--- src/rtl/reset_controller_if.sv ---
// IO bus bundle for the reset controller: chip select, register address, strobes and data.
interface reset_controller_if;
   logic        rstCtrl;
   logic [1:0]  address;
   logic        read_enable;
   logic        write_enable;
   logic [15:0] write_data_in;
   logic [15:0] read_data_out;

   modport master (
      output rstCtrl, address, read_enable, write_enable, write_data_in,
      input  read_data_out
   );

   modport slave (
      input  rstCtrl, address, read_enable, write_enable, write_data_in,
      output read_data_out
   );
endinterface

--- src/rtl/reset_controller.sv ---
// Stretches watchdog reset requests into a clean sys_reset and records the reset cause in STATUS.
// Define RSTCTRL_SW_RESET_EN to enable the software reset (write SW_KEY to CTRL).
module reset_controller #(
   parameter int unsigned HOLD_CYCLES  = 8,
   parameter int unsigned GUARD_CYCLES = 16,
   parameter logic [15:0] SW_KEY       = 16'hA5A5
) (
   input  logic               clock,
   input  logic               reset,
   input  logic               wdt_reset_req,
   reset_controller_if.slave  bus,
   output logic               sys_reset
);

   typedef enum logic [1:0] {StRun, StHold, StGuard} state_e;

   localparam logic [7:0] HoldInit  = 8'(HOLD_CYCLES - 1);
   localparam logic [7:0] GuardInit = 8'(GUARD_CYCLES - 1);

   state_e      state_q, state_d;
   logic [7:0]  hold_cnt_q, hold_cnt_d;
   logic        sys_reset_q, sys_reset_d;
   logic        wdt_req_q;
   logic [2:0]  cause_q, cause_d;
   logic [7:0]  wdt_count_q, wdt_count_d;

   logic        is_status;
   logic        status_wr;
   logic        ctrl_key_wr;
   logic        wdt_edge;
   logic        sw_trig;
   logic        accept;
   logic [15:0] status;

   assign is_status   = (bus.address == 2'd2);
   assign status_wr   = bus.rstCtrl & bus.write_enable & is_status;
   assign ctrl_key_wr = bus.rstCtrl & bus.write_enable & ~is_status &
                        (bus.write_data_in == SW_KEY);
   assign wdt_edge    = wdt_reset_req & ~wdt_req_q;

`ifdef RSTCTRL_SW_RESET_EN
   assign sw_trig = ctrl_key_wr;
`else
   logic unused_ctrl_key_wr;
   assign unused_ctrl_key_wr = ctrl_key_wr;
   assign sw_trig            = 1'b0;
`endif

   // Only requests seen while running count; HOLD/GUARD drop them entirely.
   assign accept = (state_q == StRun) & (wdt_edge | sw_trig);

   always_comb begin
      state_d     = state_q;
      hold_cnt_d  = hold_cnt_q;
      sys_reset_d = sys_reset_q;
      unique case (state_q)
         StRun: begin
            sys_reset_d = 1'b0;
            if (wdt_edge | sw_trig) begin
               state_d     = StHold;
               hold_cnt_d  = HoldInit;
               sys_reset_d = 1'b1;
            end
         end
         StHold: begin
            sys_reset_d = 1'b1;
            if (hold_cnt_q != 8'd0) begin
               hold_cnt_d = hold_cnt_q - 8'd1;
            end else begin
               state_d     = StGuard;
               hold_cnt_d  = GuardInit;
               sys_reset_d = 1'b0;
            end
         end
         StGuard: begin
            sys_reset_d = 1'b0;
            if (hold_cnt_q != 8'd0) begin
               hold_cnt_d = hold_cnt_q - 8'd1;
            end else begin
               state_d = StRun;
            end
         end
         default: begin
            state_d     = StRun;
            sys_reset_d = 1'b0;
         end
      endcase
   end

   // Clears are applied first so a same-cycle cause set wins.
   always_comb begin
      cause_d     = cause_q;
      wdt_count_d = wdt_count_q;
      if (status_wr) begin
         cause_d = cause_q & ~bus.write_data_in[2:0];
         if (bus.write_data_in[8]) begin
            wdt_count_d = 8'd0;
         end
      end
      if (accept) begin
         if (wdt_edge) begin
            cause_d[0] = 1'b1;
            if (wdt_count_d != 8'hFF) begin
               wdt_count_d = wdt_count_d + 8'd1;
            end
         end
         if (sw_trig) begin
            cause_d[1] = 1'b1;
         end
      end
   end

   always_ff @(posedge clock) begin
      if (reset) begin
         state_q     <= StHold;
         hold_cnt_q  <= HoldInit;
         sys_reset_q <= 1'b1;
         wdt_req_q   <= 1'b0;
         cause_q     <= 3'b100;
         wdt_count_q <= 8'd0;
      end else begin
         state_q     <= state_d;
         hold_cnt_q  <= hold_cnt_d;
         sys_reset_q <= sys_reset_d;
         wdt_req_q   <= wdt_reset_req;
         cause_q     <= cause_d;
         wdt_count_q <= wdt_count_d;
      end
   end

   assign status            = {wdt_count_q, 5'b00000, cause_q};
   assign bus.read_data_out = (bus.rstCtrl & bus.read_enable & is_status) ? status : 16'h0000;
   assign sys_reset         = sys_reset_q;

endmodule

--- src/flat_wrapper.sv ---
// flat-port wrapper written by rule: the top's interface ports become plain ports
module reset_controller_flat 
#(
   parameter int unsigned HOLD_CYCLES  = 8,
   parameter int unsigned GUARD_CYCLES = 16,
   parameter logic [15:0] SW_KEY       = 16'hA5A5
)
  (clock, reset, wdt_reset_req, sys_reset, bus_rstCtrl, bus_address, bus_read_enable, bus_write_enable, bus_write_data_in, bus_read_data_out);
  reset_controller_if bus_i ();
  input  logic clock;
  input  logic reset;
  input  logic wdt_reset_req;
  output logic sys_reset;
  input wire logic [$bits(bus_i.rstCtrl)-1:0] bus_rstCtrl;
  input wire logic [$bits(bus_i.address)-1:0] bus_address;
  input wire logic [$bits(bus_i.read_enable)-1:0] bus_read_enable;
  input wire logic [$bits(bus_i.write_enable)-1:0] bus_write_enable;
  input wire logic [$bits(bus_i.write_data_in)-1:0] bus_write_data_in;
  output wire logic [$bits(bus_i.read_data_out)-1:0] bus_read_data_out;
  assign bus_i.rstCtrl = bus_rstCtrl;
  assign bus_i.address = bus_address;
  assign bus_i.read_enable = bus_read_enable;
  assign bus_i.write_enable = bus_write_enable;
  assign bus_i.write_data_in = bus_write_data_in;
  assign bus_read_data_out = bus_i.read_data_out;
  reset_controller #(.HOLD_CYCLES(HOLD_CYCLES), .GUARD_CYCLES(GUARD_CYCLES), .SW_KEY(SW_KEY)) u_core (.clock(clock), .reset(reset), .wdt_reset_req(wdt_reset_req), .bus(bus_i), .sys_reset(sys_reset));
endmodule
--- config.mk ---
export PLATFORM = sky130hd
export DESIGN_NAME = reset_controller_flat
export DESIGN_NICKNAME = d
export VERILOG_FILES = /design/src/rtl/reset_controller_if.sv /design/src/rtl/reset_controller.sv /design/src/flat_wrapper.sv
export SDC_FILE = /design/constraint.sdc
export NUM_CORES = 1
export LEC_CHECK = 0
export BUFFER_PORTS_ARGS = -buffer_cell sky130_fd_sc_hd__buf_2
export CORE_MARGIN = 2
export CORE_UTILIZATION = 45
export DETAILED_ROUTE_END_ITERATION = 6
export PLACE_DENSITY = 0.84
export SYNTH_ARGS = -nofsm -noshare
export SYNTH_HDL_FRONTEND = slang
export SYNTH_SLANG_ARGS = --single-unit
--- constraint.sdc ---
create_clock -name clock -period 2 [get_ports clock]
set_input_delay 0.4 -clock clock [delete_from_list [all_inputs] [get_ports clock]]
set_output_delay 0.4 -clock clock [all_outputs]
set_load 0.01 [all_outputs]
==> flow_summary_export.csv <==
group,metric,value,unit
logic_synthesis,syn_inst,155,
logic_synthesis,synth.distinct_cells,42,
sta,setup_tns,0,ns
worst_setup_path,cp.required,2.23,ns
logic_synthesis,synth_area,1290,um^2
global_route,grtUsageMet3,1.36,%
worst_setup_path,cp.depth,7,
worst_hold_path,whs_path_depth,4,
flow_run,maxCapViolations,0,
cells_and_area,final_layout_size_suffix_gt1_share,24.2,%
cells_and_area,stdcell_count,217,
place,place_area,1450,um^2
worst_setup_path,start_kind,"register",
clock_tree,h-tree-depth,1,
worst_setup_path,worstPathMaxFanout,4,
clock_tree,path_clk_slew,0.14,ns
clock_tree,clockBufferDepth,2,
place,io_buffers,23,
worst_setup_path,end_kind,"register",
routing,drc,0,
place,hpwl,1950,um
worst_setup_path,worstPathCellList,"inv_2 > ha_4 > or4b_4 > nor4_4 > buf_4 > a211oi_2 > a32o_1",
floorplan,start_util,47.0,%
power,p_leak,0.658,nW
routing,first_pass_iters,4,
clock_tree,cts_tree,"built",
logic_synthesis,synth-async-reset-ratio,0,%
logic_synthesis,yosysSeqAreaShare,35.8,%
logic_synthesis,ys.flop_type,"dfxtp_1",
clock_tree,ctsHoldBuffers,0,
worst_setup_path,cp_top_family,"simple AND/OR/NAND/NOR gates",
cells_and_area,n_antenna_cell,0,
worst_hold_path,worst_hold_path_type,"in2reg",
sta,finalCriticalPeriod,1.95,ns
logic_synthesis,synth_edf_count,0,
clock_tree,root_buffer,"clkbuf_4",
floorplan,coreArea,2730,um^2
cells_and_area,final_util,55.7,%
cells_and_area,fin_nets,216,
routing,antenna_left,0,
sta,finalCritPeriodShare,97.3,%
clock_tree,worstSkewPairLatency,0.32,ns
global_route,grt_pass1_wl,4240,um
logic_synthesis,ys_seq_elements,23,
sta,max_freq,514,MHz
logic_synthesis,synth_warnings,0,
power,powerDensity,889,nW/um^2
floorplan,die-height,57.5,um
routing,routed_wirelength,2780,um
sta,report.final.slew_viol_count,0,
sta,rsz0062_at_grt,"true",
cells_and_area,area_growth,18.4,%
worst_setup_path,critPathBufInv,2,
place,routabilityCongestion,0.837,
clock_tree,numCtsBuffers,3,
routing,vias,1208,
global_route,antenna_found_initial,0,
logic_synthesis,syn_area_per_cell,8.30,um^2
cells_and_area,design_area,1520,um^2
cells_and_area,final_common_cell,"buf_2",
global_route,grt-ovfl-total,0,
global_route,gr-usage-met1,20.6,%
worst_setup_path,slowest_delay,0.48,ns
global_route,grt_pass1_vias,1027,
power,peakVddDrop,0.000567,V
global_route,top_usage_layer,"met2",
sta,hold_violations,0,
global_route,grtUsageTotal,16.1,%
worst_setup_path,criticalPathCategory,"reg2reg",
global_route,grt_max_degree,15,
routing,wl_per_cell,12.8,um
routing,vias_per_cell,5.57,
floorplan,rows,19,
cells_and_area,final_cell_mix,"buf_2 (23), dfxtp_1 (22), nand2_1 (15)",
floorplan,die_w,57.5,um
sta,setup_viol_count_final,0,
sta,skew,0.00511,ns
clock_tree,clkSinkCount,23,
outcome,status,"completed",
worst_setup_path,slowest_stage,"or4b_4",
floorplan,dieArea,3300,um^2
worst_setup_path,ff2ff_path_depth,7,
worst_setup_path,crit_arrival,2.18,ns
routing,drt_iter0_markers,43,
global_route,grtUsageMet2,28.1,%
place,placedCellCount,211,
floorplan,io-pin-count,41,
==> per-layer routing <==
layer / up-vias / share of wire (%)
li1: 605 / -
met1: 567 / 46
met2: 31 / 48
met3: 5 / 4.1
met4: 0 / 1.7
met5: - / 0
==> final cells by class <==
type	instances	area, um^2
multi-input cells	121	791
clock inverters	1	7.51
fillers	254	1210
inverters	7	26.3
clock buffers	3	22.5
well taps	31	38.8
repair buffers	31	175
flip-flops and latches	23	462
==> what timing repair did <==
action | CTS | global route
endpoints found under the hold margin | 0 | 0
endpoints found under the setup margin | 0 | 6
gates resized for setup | 0 | 7
setup buffers | 0 | 2
==> state kept, by name, indices dropped and copies added (netlist names) <==
name and count:
u_core.wdt_req_q 1, u_core.hold_cnt_q 8, u_core.cause_q 3, u_core.state_q 2, u_core.sys_reset 1, u_core.wdt_count_q 8
==> kinds of logic after synthesis <==
kind of cell	share of synthesized area (%)
buffers and inverters	5.84
AO/OA/AOI/OAI	18.8
adder cells (fa/ha/maj)	4.86
AND/OR/NAND/NOR	31.5
XOR/XNOR	1.36
other	0.292
multiplexers	1.56
flip-flops	35.8
==> worst reg2reg max path: stages (launching register included) <==
cell	delay [ns]
dfxtp_2	0.36
inv_2	0.06
ha_4	0.14
or4b_4	0.49
nor4_4	0.32
buf_4	0.20
a211oi_2	0.07
a32o_1	0.22
==> per-stage QoR <==
| stage | setup slack (ns) | power, mW | hold WS (ns) |
|---|---|---|---|
| finish | 0.0546 | 1.35 | 0.319 |
| CTS | 0.0742 | 1.29 | 0.321 |
| floorplan | 0.163 | 0.925 | 0.414 |
| global placement | 0.132 | 1.05 | 0.424 |
| global route | -0.0299 | 1.45 | 0.334 |
| detailed placement | 0.105 | 1.06 | 0.432 |
==> report_power, final <==
| group | switching (mW) | leakage [nW] | internal, mW |
|---|---|---|---|
| Clock | 0.154 | 0.0139 | 0.0766 |
| Sequential | 0.0570 | 0.186 | 0.516 |
| Combinational | 0.297 | 0.457 | 0.252 |
==> synth_stat cells (all sizes together), types with 2 or more instances <==
library cell	number	share of area, %
mux2i	2	1.6
inv	7	2.0
and4b	2	1.6
dfxtp	23	36
nor2b	2	0.97
clkbuf	3	0.88
ha	5	4.9
nand2	15	4.4
nand3	7	2.7
nor2	12	3.5
a21boi	2	1.5
nor3	5	1.9
nand4b	2	1.4
a21oi	12	4.7
o32a	2	1.6
buf	5	2.9
and2	12	5.8
nand2b	2	0.97
o21ai	11	4.3
a211oi	2	1.2
nand3b	2	1.2
and3	2	0.97
==> worst paths after layout <==
check                       start              endpoint  slack [ns]
max          u_core.hold_cnt_q[1]  u_core.hold_cnt_q[3]        0.05
min          bus_write_data_in[2]     u_core.cause_q[2]        0.32
max reg2reg  u_core.hold_cnt_q[1]  u_core.hold_cnt_q[3]        0.05
min reg2reg     u_core.cause_q[2]     u_core.cause_q[2]        0.45
(Power assumes the default switching activity.)
